[src/rtl/id_ex_stage.sv]
// ID/EX pipeline register. It resolves the destination register, detects load-use and
// register-jump hazards, inserts bubbles, and counts stall and flush events.
module id_ex_stage #(
    parameter int CNT_W = 16
) (
    input  logic             clk,
    input  logic             reset,
    input  logic             id_reg_wr,
    input  logic             id_branch,
    input  logic             id_branch_ctrl,
    input  logic             id_jump,
    input  logic             id_jump_src,
    input  logic             id_mem_read,
    input  logic             id_mem_write,
    input  logic             id_alu_src_a,
    input  logic             id_alu_src_b,
    input  logic             id_lui_op,
    input  logic             id_signed_op,
    input  logic             id_lwlb,
    input  logic [1:0]       id_mem_to_reg,
    input  logic [1:0]       id_reg_dst,
    input  logic [3:0]       id_alu_op,
    input  logic [31:0]      id_pc_plus4,
    input  logic [31:0]      id_rs_data,
    input  logic [31:0]      id_rt_data,
    input  logic [31:0]      id_imm_ext,
    input  logic [4:0]       id_shamt,
    input  logic [4:0]       id_rs,
    input  logic [4:0]       id_rt,
    input  logic [4:0]       id_rd,
    input  logic             mem_reg_wr,
    input  logic             mem_mem_read,
    input  logic [4:0]       mem_write_addr,
    input  logic             ex_flush,
    input  logic             hold,
    output logic             ex_reg_wr,
    output logic             ex_branch,
    output logic             ex_branch_ctrl,
    output logic             ex_jump,
    output logic             ex_jump_src,
    output logic             ex_mem_read,
    output logic             ex_mem_write,
    output logic             ex_alu_src_a,
    output logic             ex_alu_src_b,
    output logic             ex_lui_op,
    output logic             ex_signed_op,
    output logic             ex_lwlb,
    output logic [1:0]       ex_mem_to_reg,
    output logic [1:0]       ex_reg_dst,
    output logic [3:0]       ex_alu_op,
    output logic [31:0]      ex_pc_plus4,
    output logic [31:0]      ex_rs_data,
    output logic [31:0]      ex_rt_data,
    output logic [31:0]      ex_imm_ext,
    output logic [4:0]       ex_shamt,
    output logic [4:0]       ex_rs,
    output logic [4:0]       ex_rt,
    output logic [4:0]       ex_rd,
    output logic [4:0]       ex_write_addr,
    output logic             ex_valid,
    output logic             stall,
    output logic [CNT_W-1:0] stall_cnt,
    output logic [CNT_W-1:0] flush_cnt
);

    logic [4:0] dest;
    logic       uses_rs;
    logic       uses_rt;
    logic       load_use;
    logic       jr_vs_ex;
    logic       jr_vs_mem;
    logic       hazard;
    logic       load_id;
    logic       bubble;

    always_comb begin
        dest = 5'd0;
        case (id_reg_dst)
            2'b00:   dest = id_rd;
            2'b01:   dest = id_rt;
            2'b10:   dest = 5'd31;
            default: dest = 5'd0;
        endcase
    end

    // Direct jumps (j/jal) read no registers; jr/jalr read rs.
    assign uses_rs = !id_alu_src_a && !(id_jump && !id_jump_src);
    assign uses_rt = (!id_alu_src_b || id_mem_write) && !(id_jump && !id_jump_src);

    assign load_use = ex_valid && ex_mem_read && (ex_write_addr != 5'd0) &&
                      (((ex_write_addr == id_rs) && uses_rs) ||
                       ((ex_write_addr == id_rt) && uses_rt));
    assign jr_vs_ex  = id_jump && id_jump_src && ex_valid && ex_reg_wr &&
                       (ex_write_addr != 5'd0) && (ex_write_addr == id_rs);
    assign jr_vs_mem = id_jump && id_jump_src && mem_mem_read && mem_reg_wr &&
                       (mem_write_addr != 5'd0) && (mem_write_addr == id_rs);
    assign hazard    = load_use || jr_vs_ex || jr_vs_mem;

    assign stall   = hold || (!ex_flush && hazard);
    assign load_id = !hold && !ex_flush && !hazard;
    assign bubble  = !hold && !load_id;

    always_ff @(posedge clk or negedge reset) begin
        if (!reset) begin
            ex_reg_wr      <= 1'b0;
            ex_branch      <= 1'b0;
            ex_branch_ctrl <= 1'b0;
            ex_jump        <= 1'b0;
            ex_jump_src    <= 1'b0;
            ex_mem_read    <= 1'b0;
            ex_mem_write   <= 1'b0;
            ex_alu_src_a   <= 1'b0;
            ex_alu_src_b   <= 1'b0;
            ex_lui_op      <= 1'b0;
            ex_signed_op   <= 1'b0;
            ex_lwlb        <= 1'b0;
            ex_mem_to_reg  <= 2'd0;
            ex_reg_dst     <= 2'd0;
            ex_alu_op      <= 4'd0;
            ex_pc_plus4    <= 32'd0;
            ex_rs_data     <= 32'd0;
            ex_rt_data     <= 32'd0;
            ex_imm_ext     <= 32'd0;
            ex_shamt       <= 5'd0;
            ex_rs          <= 5'd0;
            ex_rt          <= 5'd0;
            ex_rd          <= 5'd0;
            ex_write_addr  <= 5'd0;
            ex_valid       <= 1'b0;
        end else if (!hold) begin
            // Bubble and load share one path: every field is gated by load_id.
            ex_reg_wr      <= load_id & id_reg_wr;
            ex_branch      <= load_id & id_branch;
            ex_branch_ctrl <= load_id & id_branch_ctrl;
            ex_jump        <= load_id & id_jump;
            ex_jump_src    <= load_id & id_jump_src;
            ex_mem_read    <= load_id & id_mem_read;
            ex_mem_write   <= load_id & id_mem_write;
            ex_alu_src_a   <= load_id & id_alu_src_a;
            ex_alu_src_b   <= load_id & id_alu_src_b;
            ex_lui_op      <= load_id & id_lui_op;
            ex_signed_op   <= load_id & id_signed_op;
            ex_lwlb        <= load_id & id_lwlb;
            ex_mem_to_reg  <= load_id ? id_mem_to_reg : 2'd0;
            ex_reg_dst     <= load_id ? id_reg_dst    : 2'd0;
            ex_alu_op      <= load_id ? id_alu_op     : 4'd0;
            ex_pc_plus4    <= load_id ? id_pc_plus4   : 32'd0;
            ex_rs_data     <= load_id ? id_rs_data    : 32'd0;
            ex_rt_data     <= load_id ? id_rt_data    : 32'd0;
            ex_imm_ext     <= load_id ? id_imm_ext    : 32'd0;
            ex_shamt       <= load_id ? id_shamt      : 5'd0;
            ex_rs          <= load_id ? id_rs         : 5'd0;
            ex_rt          <= load_id ? id_rt         : 5'd0;
            ex_rd          <= load_id ? id_rd         : 5'd0;
            ex_write_addr  <= load_id ? dest          : 5'd0;
            ex_valid       <= load_id;
        end
    end

    // Saturating event counters; a flush always outranks a hazard.
    always_ff @(posedge clk or negedge reset) begin
        if (!reset) begin
            stall_cnt <= '0;
            flush_cnt <= '0;
        end else if (bubble) begin
            if (ex_flush) begin
                if (flush_cnt != {CNT_W{1'b1}}) flush_cnt <= flush_cnt + 1'b1;
            end else begin
                if (stall_cnt != {CNT_W{1'b1}}) stall_cnt <= stall_cnt + 1'b1;
            end
        end
    end

endmodule

[config.mk]
export PLATFORM = sky130hd
export DESIGN_NAME = id_ex_stage
export DESIGN_NICKNAME = d
export VERILOG_FILES = /design/src/rtl/id_ex_stage.sv
export SDC_FILE = /design/constraint.sdc
export NUM_CORES = 1
export LEC_CHECK = 0
export CAP_MARGIN = 5
export CORE_AREA = 2 2 148 150
export DETAILED_ROUTE_END_ITERATION = 16
export DIE_AREA = 0 0 150 152
export HOLD_SLACK_MARGIN = 0.02
export MAX_ROUTING_LAYER = met4
export PLACE_DENSITY = 0.73
export SYNTH_ARGS = -nofsm -noshare
export SYNTH_HDL_FRONTEND = slang
export SYNTH_SLANG_ARGS = --single-unit
[constraint.sdc]
create_clock -name clk -period 2.8 [get_ports clk]
set_input_delay 0.56 -clock clk [delete_from_list [all_inputs] [get_ports clk]]
set_output_delay 0.56 -clock clk [all_outputs]
set_load 0.01 [all_outputs]
Word-level counts from Yosys, hierarchy flattened

Index checks and enable logic that the tools add are counted.
W data, S select, Z words.

Output and inout bits: 207
Bits of input ports: 179
Logic and storage cells: 101
Flip-flop bits (word level): 206

Equality and inequality tests: 7
Muxes and demuxes: 13
Bitwise gates (word level): 13
Add/sub/neg operators: 2
Reductions and logical operators: 39

Operator list:

| cell                    | number |
|---|---|
| $mux W32                | 4 |
| $add A16 B1 Y16 const B | 2 |
| $ne A16 B16 Y1 const B  | 2 |
| $mux W5                 | 5 |
| $logic_and A1 B1 Y1     | 21 |
| $eq A5 B5 Y1            | 3 |
| $pmux W5 S3             | 1 |
| $and A1 B1 Y1           | 12 |
| $reduce_bool A5 Y1      | 2 |
| $logic_not A1 Y1        | 8 |
| $reduce_and A3 Y1       | 2 |
| $logic_or A1 B1 Y1      | 5 |
| $mux W2                 | 2 |
| $mux W4                 | 1 |
| $eq A2 B1 Y1 const B    | 1 |
| $eq A2 B2 Y1 const B    | 1 |
| $logic_not A2 Y1        | 1 |
| $not A1 Y1              | 1 |

Logic depth before layout (Yosys ltp)

Gate-level depths: netlist of the first run.

Depth after elaboration: 14
Depth in mapped cells: 8

Worst setup path after synthesis of the first run

Ideal clock, no wire load.

Kind: register to output
From: reg ex_write_addr[1]
To: out stall
Cell stages (with the launch flop): 6
Data arrival time: 1.767 ns
Data required time: 2.240 ns
Path slack: 0.473 ns
Cell sequence: dfrtp_1 or4_1 o221ai_1 o22a_2 clkbuf_1 o21bai_1

Cells in the longest elaborated chain, start to end: 8
Elaborated cells between the ends (all ways): 14
Classes of those cells: eq/ne (2); reduce/logical (12)

RTL lines:

| element                                | RTL line   | text |
|---|---|---|
| start: declaration                     | 59         | `output logic [4:0] ex_write_addr,` |
| start signal: assignment               | 155        | `ex_write_addr <= load_id ? dest : 5'd0;` |
| $eq A5 B5 Y1 (on tied branches)        | 91, 94, 92 |  |
| $logic_and A1 B1 Y1 (on tied branches) | 91, 92     |  |
| $logic_or A1 B1 Y1                     | 91         | `(((ex_write_addr == id_rs) && uses_rs) \|\|` |
| $logic_and A1 B1 Y1                    | 90         | `assign load_use = ex_valid && ex_mem_read && (ex_write_addr != 5'd0) &&` |
| $logic_or A1 B1 Y1 (*) (2 in a row)    | 97         | `assign hazard = load_use \|\| jr_vs_ex \|\| jr_vs_mem;` |
| $logic_and A1 B1 Y1 (*)                | 99         | `assign stall = hold \|\| (!ex_flush && hazard);` |
| $logic_or A1 B1 Y1 (*)                 | 99         |  |
| end: declaration                       | 61         | `output logic stall,` |

Every way passes the cells marked *; elsewhere a longest branch is shown, timed or not.

Final worst setup path of the first run

From: in id_rt[4]
To: out stall

Cells in the longest elaborated chain, start to end: 8

RTL lines:

| element                         | RTL line | text |
|---|---|---|
| start: declaration              | 29       | `input logic [4:0] id_rt,` |
| $eq A5 B5 Y1                    | 92       | `((ex_write_addr == id_rt) && uses_rt));` |
| $logic_and A1 B1 Y1             | 92       |  |
| $logic_or A1 B1 Y1              | 91       |  |
| $logic_and A1 B1 Y1             | 90       |  |
| $logic_or A1 B1 Y1 (2 in a row) | 97       |  |
| $logic_and A1 B1 Y1             | 99       |  |
| $logic_or A1 B1 Y1              | 99       |  |

Every way passes these cells.

==> results.yml, run 1 <==
outcome:
  status: "completed"
worst_setup_path:
  critical_path_required_ps: 2240
  critPathTopFamily: "buffers and inverters"
  cp.arrival_ps: 2110
  cp_cell_sequence: "clkdlybuf4s50_1, xnor2_1, nand4_1, a2bb2oi_1, o22a_2, o21bai_1, buf_2"
  startpoint_type: "primary input"
  cp_num_buf_inv: 2
  slowest_delay_ps: 560
  critPathKind: "in2out"
  slowest_stage: "clkdlybuf4s50_1"
  endpoint_kind: "output pin"
  critical_path.max_fanout: 3
clock_network:
  clkLatencyLatePin_ps: 510
  numCtsBuffers: 24
  root_buffer: "clkbuf_16"
  clock_path_buffers: 3
  cts_tree: "done"
  htreeDepth: 1
  path_clk_slew_ps: 60
  cts_setup_buffers: 0
  clock_sinks: 206
hold_path:
  hold_path_class: "in2reg"
synth:
  synthCells: 574
  synth_fa_ha_area_share_pct: 0.318
  synth_top_family_by_area: "compound AO/OA/AOI/OAI gates"
  netlist.area_leader.share_pct: 65.5
  yosys_register_bits: 206
  synth_common_cells: "dfrtp_1, a22o_1, clkbuf_1"
  synth_area_sq_um: 7870
  synth-compound-area-share_pct: 20.5
  synth_async_sr_flop_share_pct: 100
  synth_edf_count: 0
  yosysWarnings: 0
  avgSynthCellArea_sq_um: 13.7
  syn_nets: 755
  yosys-top-cells-area: "dfrtp_1, a22o_1, xor2_1, xnor2_1, buf_2"
  yosys.area.top_type: "dfrtp_1"
  yosysUniqueCellTypes: 33
  synthMuxAreaShare_pct: 0.286
  synth-simple-area-share_pct: 6.00
  synthXorXnorAreaFrac_pct: 4.79
  seq_area_frac_synth_pct: 65.5
  ys_dominant_reg_cell: "dfrtp_1"
  synth_most_common_cell: "dfrtp_1"
grt:
  met3_usage_pct: 4.98
  grt-busiest-layer: "met2"
  grt_pass1_vias: 6751
  globalRouteMet2Util_pct: 35.7
  grt_max_degree: 79
  grt_util_met1_pct: 26.4
  antenna_found_initial: 2
  grt_pass1_wl_um: 37800
  grt-ovfl-total: 0
  grt_usage_pct: 21.7
power_and_ir_drop:
  ir_drop_uv: 309
  power.leakage_nw: 5.77
  powerDensity_nw_per_um2: 612
timing:
  hold_viol_final: 0
  fin_crit_sh_pct: 95.3
  hold_ws_ps: 377
  fin_skew_ps: 20.6
  worst-slew-pin-transition_ps: 801
  rsz0062_at_grt: "false"
  maxClockFrequency_mhz: 375
  setup_viol: 0
  finalMaxSlewViolations: 0
  slew_headroom_pct: 46.6
  period_needed_ps: 2670
die:
  die_w_um: 150
  row_count: 54
  start_util_pct: 36.8
  dieArea_sq_um: 22800
  pin_count: 386
  die_y_um: 152
  core-area_sq_um: 21400
final_layout:
  final-instance-count-excl-fill: 1270
  drive_gt1_share_pct: 8.10
  area_delta_synth_final_pct: 65.3
  nNetsFinal: 1153
  fillers: 1698
placed_design:
  dp_hpwl_um: 18100
  place_congestion: 0.834
  dp_cells: 1225
  port_buffers: 385
drt:
  avgViaCountPerCell: 5.08
  routed-via-count: 6456
  firstDrtPassIters: 4
  postRouteAntennaNets: 0
  wire_per_inst_um: 19.6
  wirelength_um: 24800
  drc: 0
  drtIter0Drc: 366
flow_run:
  drv_cap: 0
[power by group]
group / internal (mW) / total (mW) / switching [mW]
clock: 1.92 / 3.12 / 1.20
combinational: 0.869 / 1.43 / 0.560
sequential: 3.22 / 3.41 / 0.190
total: 6.01 / 7.96 / 1.95
[through the flow]
stage	setup WS (ps)	instance area [sq um]	total power, mW	utilization (%)	setup TNS, ps
after floorplan	473	7870	3.91	-	0
after global routing	11.5	13000	8.29	60.9	0
after detailed placement	-379	12200	4.90	57.0	-50620
final	131	13000	7.96	60.9	0
after global placement	-415	12200	4.88	57.0	-51450
after CTS	77.0	13000	8.05	60.8	0
[cell usage in the layout, fill, tap and decap left out, types with 5 or more instances in the layout]
| cell | instances |
|---|---|
| a21oi_1 | 8 |
| nand2_1 | 14 |
| nor3_1 | 16 |
| clkbuf_1 | 5 |
| nand3_1 | 10 |
| clkdlybuf4s50_1 | 381 |
| clkbuf_16 | 25 |
| buf_12 | 5 |
| a22o_1 | 173 |
| dfrtp_1 | 204 |
| nand4_1 | 9 |
| nand2b_1 | 9 |
| buf_4 | 24 |
| xor2_1 | 23 |
| nor2_1 | 8 |
| xnor2_1 | 19 |
[area by class of cell]
cell class                 instances  area [sq um]  share of cell area [%]
sequential                       206          5160                    39.7
multi-input combinational        321          2530                    19.5
clock buffer                      34           699                    5.38
antenna                            2          5.00                  0.0385
clock inverter                     8          98.8                   0.760
timing repair buffer             415          4150                    31.9
inverter                           4          15.0                   0.115
tap                              280           350                    2.69
[cell families after synthesis]
family          after synthesis
fa+ha+maj                     2
simple gates                 86
mux                           2
buf+inv                      47
compound gates              188
flops                       206
xor+xnor                     43
[worst paths after layout]
check	start	end	slack (ps)	cells after the start
worst max-delay path	id_rt[4]	stall	130	7
worst max register to register	ex_write_addr[1]	ex_pc_plus4[31]	210	7
max in group asynchronous	reset	ex_rt_data[28]	1450	3
worst min-delay path	hold	ex_rd[4]	380	2
min in group asynchronous	reset	ex_rt_data[3]	560	2
worst min register to register	stall_cnt[6]	stall_cnt[6]	490	1
[layer usage]
| layer | share of wire (%) | vias to the layer above |
|---|---|---|
| li1 | - | 2968 |
| met1 | 40 | 3163 |
| met2 | 50 | 280 |
| met3 | 7.7 | 45 |
| met4 | 2.9 | 0 |
| met5 | 0 | - |
[what timing repair did]
action                     4_1_cts  5_1_grt
hold buffers                     1        0
hold endpoints to repair        36        0
resized for setup                6        3
cloned                           0        0
setup endpoints to repair        1        1
pin swaps                        1        2
Note: power is estimated with default switching activity, not from simulation.
==> run 2: changes to the inputs <==
--- a/config.mk
+++ b/config.mk
@@ -12,6 +12,7 @@
 export HOLD_SLACK_MARGIN = 0.02
 export MAX_ROUTING_LAYER = met4
 export PLACE_DENSITY = 0.73
+export REMOVE_ABC_BUFFERS = 1
 export SYNTH_ARGS = -nofsm -noshare
 export SYNTH_HDL_FRONTEND = slang
 export SYNTH_SLANG_ARGS = --single-unit
==> run 2 against run 1 <==
  * Die area unchanged
  * Power increased by 2.4%
  * Critical path depth did not move
  * Worst setup slack got worse by 87 ps
  * Count of clock-buffer cells in the layout decreased by 3
  * Cell area grew 0.74%
  * Maximum frequency is 3.2% lower
  * Worst hold slack better by 110 ps
  * Via count is 0.77% higher
  * Clock power is 6% higher
  * Register-to-register slack better by 80 ps
  * Sequential share of layout area shrank 0.30 points
  * Critical path type unchanged
  * Critical endpoint unchanged
  * Largest power group unchanged
==> results.yml, run 2 (same netlist as run 1, synthesis figures left out) <==
worst_setup_path:
  r2r_setup_slack_ps: 290
  cp.arrival_ps: 2200
  endpoint_kind: "output pin"
  critical_path.max_fanout: 2
  critical_path_required_ps: 2240
  ff2ff_path_depth: 8
  startpoint_type: "primary input"
  critPathKind: "in2out"
  reg2reg_from: "ex_write_addr[2]"
  reg2reg_to: "ex_rs_data[24]"
final_layout:
  area_delta_synth_final_pct: 66.5
  antenna_cells: 0
  nNetsFinal: 1161
  final-instance-count-excl-fill: 1277
  final_common_cell: "clkdlybuf4s50_1"
  drive_gt1_share_pct: 8.93
  mostFrequentLayoutCells: "clkdlybuf4s50_1, dfrtp_1, a22o_1"
  final_util_pct: 61.4
placed_design:
  place_congestion: 0.830
  dp_cells: 1232
  dp_hpwl_um: 17700
  port_buffers: 385
timing:
  hold_ws_ps: 483
  rsz0062_at_grt: "true"
  maxClockFrequency_mhz: 363
  worst-slew-pin-transition_ps: 960
  fin_crit_sh_pct: 98.4
  hold_viol_final: 0
  setup_viol: 0
  fin_skew_ps: 11.7
  period_needed_ps: 2760
  slew_headroom_pct: 36.0
  finalMaxSlewViolations: 0
clock_network:
  cts_tree: "done"
  clkLatencyLatePin_ps: 510
  root_buffer: "clkbuf_16"
  path_clk_slew_ps: 60
  clock_path_buffers: 3
  clock_sinks: 206
  numCtsBuffers: 24
  htreeDepth: 1
power_and_ir_drop:
  ir_drop_uv: 413
  powerDensity_nw_per_um2: 622
  power.leakage_nw: 5.82
hold_path:
  hold_depth: 2
  min_to: "ex_write_addr[4]"
  hold_path_class: "in2reg"
  hp-start: "hold"
drt:
  drtIter0Drc: 274
  firstDrtPassIters: 4
  wirelength_um: 24800
  routed-via-count: 6506
  postRouteAntennaNets: 0
  avgViaCountPerCell: 5.09
  wire_per_inst_um: 19.4
  drc: 0
grt:
  grt_usage_pct: 21.8
  grt_max_degree: 93
  grt-ovfl-total: 0
  grt_pass1_vias: 6742
  grt_pass1_wl_um: 38200
  antenna_found_initial: 0
die:
  die_y_um: 152
  row_count: 54
  dieArea_sq_um: 22800
  core-area_sq_um: 21400
  pin_count: 386
  die_w_um: 150
  start_util_pct: 36.8
flow_run:
  drv_cap: 0
outcome:
  status: "completed"
## run 2: changes by cell type in the layout (fill, tap and decap cells not counted), moves of 2 or more
| cell | before | now |
|---|---|---|
| diode_2 | 2 | 0 |
| clkbuf_1 | 5 | 3 |
| bufinv_16 | 2 | 4 |
| clkinvlp_4 | 1 | 4 |
| buf_4 | 24 | 33 |
## run 2: metrics by stage
step                TNS (ps)  power [mW]  instance area [sq um]  worst slack [ps]
floorplan            -720860        3.88                   7680             -4170
global placement      -23260        4.87                  12200              -277
detailed placement    -32240        4.89                  12200              -270
CTS                        0        8.22                  13100              8.83
global route           -22.0        8.46                  13100             -22.0
finish                     0        8.15                  13100              43.9
## run 2: final cells by class
type,instances,area (sq um)
multi-input combinational,321,2520
fill,1729,8250
timing repair buffer,423,4210
clock inverter,12,170
tap,280,350
inverter,4,15.0
sequential,206,5160
clock buffer,31,678
## run 2: worst max-delay path by stage
stage                     startpoint          end  slack [ps]
floorplan           ex_write_addr[1]  ex_mem_read       -4170
CTS                         id_rt[0]        stall           9
finish                      id_rt[0]        stall          40
global placement            id_rs[2]        stall        -280
global route                id_rt[0]        stall         -20
detailed placement          id_rs[2]        stall        -270
## run 2: power by group
part	switching [mW]	total, mW	internal (mW)
clock network	1.23	3.31	2.07
logic	0.557	1.43	0.878
registers	0.185	3.41	3.22
total	1.97	8.15	6.17
## run 2: worst max-delay path, cell delays in order
cell and delay [ps]:
clkdlybuf4s50_1 540, xnor2_2 130, nand3_1 150, a2bb2oi_1 160
o22a_2 270, o21bai_1 130, clkdlybuf4s15_2 240
## run 2: what timing repair did
action                                 in CTS  in global routing
endpoints found under the hold margin      26                  0
pin swaps                                   1                  1
setup endpoints to repair                   1                 36
hold buffers                                1                  0
resized for setup                           3                  2
buffers inserted                            0                  1
## run 2: routing by layer
metal	share of wire [%]	wire (um)	up-vias	GRT usage [%]
met1	40	9860	3176	26.6
met2	48	11900	293	35.1
li1	-	-	2981	-
met3	8.8	2190	56	5.80
met4	3.3	819	0	7.55
met5	0	0	-	-
==> run 3: changes to the inputs <==
--- a/config.mk
+++ b/config.mk
@@ -7,6 +7,7 @@
 export LEC_CHECK = 0
 export CAP_MARGIN = 5
 export CORE_AREA = 2 2 148 150
+export CTS_CLUSTER_DIAMETER = 50
 export DETAILED_ROUTE_END_ITERATION = 16
 export DIE_AREA = 0 0 150 152
 export HOLD_SLACK_MARGIN = 0.02
==> run 3 against run 2 <==
  * Via count about the same
  * Non-clock buffer count unchanged
  * Sequential power is essentially flat
  * Sequential share of layout area shrank 0.056 points
  * Combinational power barely moved
  * Die area unchanged
  * Count of clock-buffer cells in the layout did not move
  * Final cell count up 0.39%
  * Cell area rose by 0.14%
  * Critical path type unchanged
  * Largest cell class unchanged
  * Largest power group unchanged
==> results.yml, run 3 (same netlist as run 1, synthesis figures left out) <==
outcome:
  status: "completed"
timing:
  period_needed_ps: 2660
  slew_headroom_pct: 34.4
  fin_skew_ps: 10.0
  fin_ws_ps: 136
  rsz0062_at_grt: "false"
  finalMaxSlewViolations: 0
  worst-slew-pin-transition_ps: 984
  fin_crit_sh_pct: 95.1
  maxClockFrequency_mhz: 375
  hold_viol_final: 0
  setup_viol: 0
die:
  die_w_um: 150
  dieArea_sq_um: 22800
  pin_count: 386
  row_count: 54
  die_y_um: 152
  core-area_sq_um: 21400
  start_util_pct: 36.8
clock_network:
  clkLatencyLatePin_ps: 510
  root_buffer: "clkbuf_16"
  htreeDepth: 1
  clock_sinks: 206
  path_clk_slew_ps: 60
  clock_path_buffers: 3
  cts_tree: "done"
  numCtsBuffers: 26
worst_setup_path:
  critical_path_required_ps: 2240
  cp.arrival_ps: 2100
  cp-startpoint: "id_rs[2]"
  slowest_stage: "clkdlybuf4s50_1"
  cp_cell_sequence: "clkdlybuf4s50_1, xor2_1, nor4_1, a2bb2oi_1, o22a_2, o21bai_1, clkbuf_2"
  r2r_setup_slack_ps: 260
  reg2reg_from: "ex_write_addr[2]"
  endpoint_kind: "output pin"
  slowest_delay_ps: 440
  startpoint_type: "primary input"
  ff2ff_path_depth: 8
  reg2reg_to: "ex_rs_data[24]"
  critical_path.max_fanout: 2
  endpoint: "stall"
  critPathKind: "in2out"
final_layout:
  final_util_pct: 61.5
  drive_gt1_share_pct: 9.28
  final-instance-count-excl-fill: 1282
  area_delta_synth_final_pct: 66.8
  final_common_cell: "clkdlybuf4s50_1"
  mostFrequentLayoutCells: "clkdlybuf4s50_1, dfrtp_1, a22o_1"
  nNetsFinal: 1163
  antenna_cells: 0
power_and_ir_drop:
  powerDensity_nw_per_um2: 624
  ir_drop_uv: 400
  power.leakage_nw: 5.84
  total_power_mw: 8.19
placed_design:
  preCtsSetupSlack_ps: -270
  dp_hpwl_um: 17700
  place_congestion: 0.830
  port_buffers: 385
  dp_cells: 1232
drt:
  wire_per_inst_um: 19.4
  wirelength_um: 24800
  drtIter0Drc: 254
  drc: 0
  avgViaCountPerCell: 5.07
  firstDrtPassIters: 5
  postRouteAntennaNets: 0
  routed-via-count: 6502
hold_path:
  hold_path_class: "in2reg"
grt:
  grt_max_degree: 93
  antenna_found_initial: 0
  grt_pass1_vias: 6760
  grt_pass1_wl_um: 38100
  grt-ovfl-total: 0
  grt_usage_pct: 21.7
flow_run:
  drv_cap: 0
[run 3: cell types whose count changed in the layout (fill, tap and decap cells not counted), moves of 2 or more]
cell | before | now
clkinvlp_4 | 4 | 1
inv_6 | 0 | 5
clkinv_4 | 0 | 3
clkbuf_16 | 25 | 27
inv_8 | 0 | 2
clkbuf_8 | 4 | 2
bufinv_16 | 4 | 2
[run 3: final cells by class]
class                      count  area (sq um)
clock inverter                17           180
fill                        1725          8230
inverter                       4          15.0
multi-input combinational    321          2520
tap                          280           350
clock buffer                  31           701
sequential                   206          5160
timing repair buffer         423          4200
[run 3: worst min path at each step]
stage | startpoint | end | slack [ps] | depth (start not counted)
after global routing | hold | ex_write_addr[2] | 470 | 2
after CTS | hold | ex_write_addr[4] | 460 | 2
after floorplan | reset | ex_alu_op[0] | 260 | 0
final | hold | ex_write_addr[4] | 470 | 2
after detailed placement | reset | ex_rt[1] | 470 | 1
after global placement | reset | ex_rs[2] | 470 | 1
[run 3: through the flow]
| step | hold slack [ps] | setup TNS [ps] | instance area, sq um |
|---|---|---|---|
| global route | 474 | 0 | 13100 |
| detailed placement | 474 | -32240 | 12200 |
| floorplan | 264 | -720860 | 7680 |
| finish | 471 | 0 | 13100 |
| global placement | 474 | -23260 | 12200 |
| CTS | 460 | 0 | 13100 |
[run 3: metal layers]
metal	global-route usage (%)	up-vias	share of wire (%)
met5	-	-	0
li1	-	2994	-
met2	34.7	297	48
met1	27.0	3157	41
met4	6.92	0	3.1
met3	5.50	54	8.4
[run 3: where the power goes]
| part | leakage, nW | internal (mW) | switching [mW] |
|---|---|---|---|
| sequential | 2.70 | 3.22 | 0.184 |
| clock | 0.435 | 2.01 | 1.34 |
| combinational | 2.71 | 0.876 | 0.557 |
[run 3: what timing repair did]
| action | 4_1_cts | 5_1_grt |
|---|---|---|
| cloned | 0 | 0 |
| hold buffers | 1 | 0 |
| setup endpoints to repair | 1 | 37 |
| resized for setup | 2 | 2 |
| hold endpoints to repair | 26 | 0 |
| setup buffers | 0 | 1 |
[run 3: worst max-delay path: cells and delay by family]
kind,cells,cell delay [ps]
buffers and inverters,2,590
AOI/OAI and AO/OA,3,510
and+or+nand+nor,1,300
xor gates and xnor gates,1,150
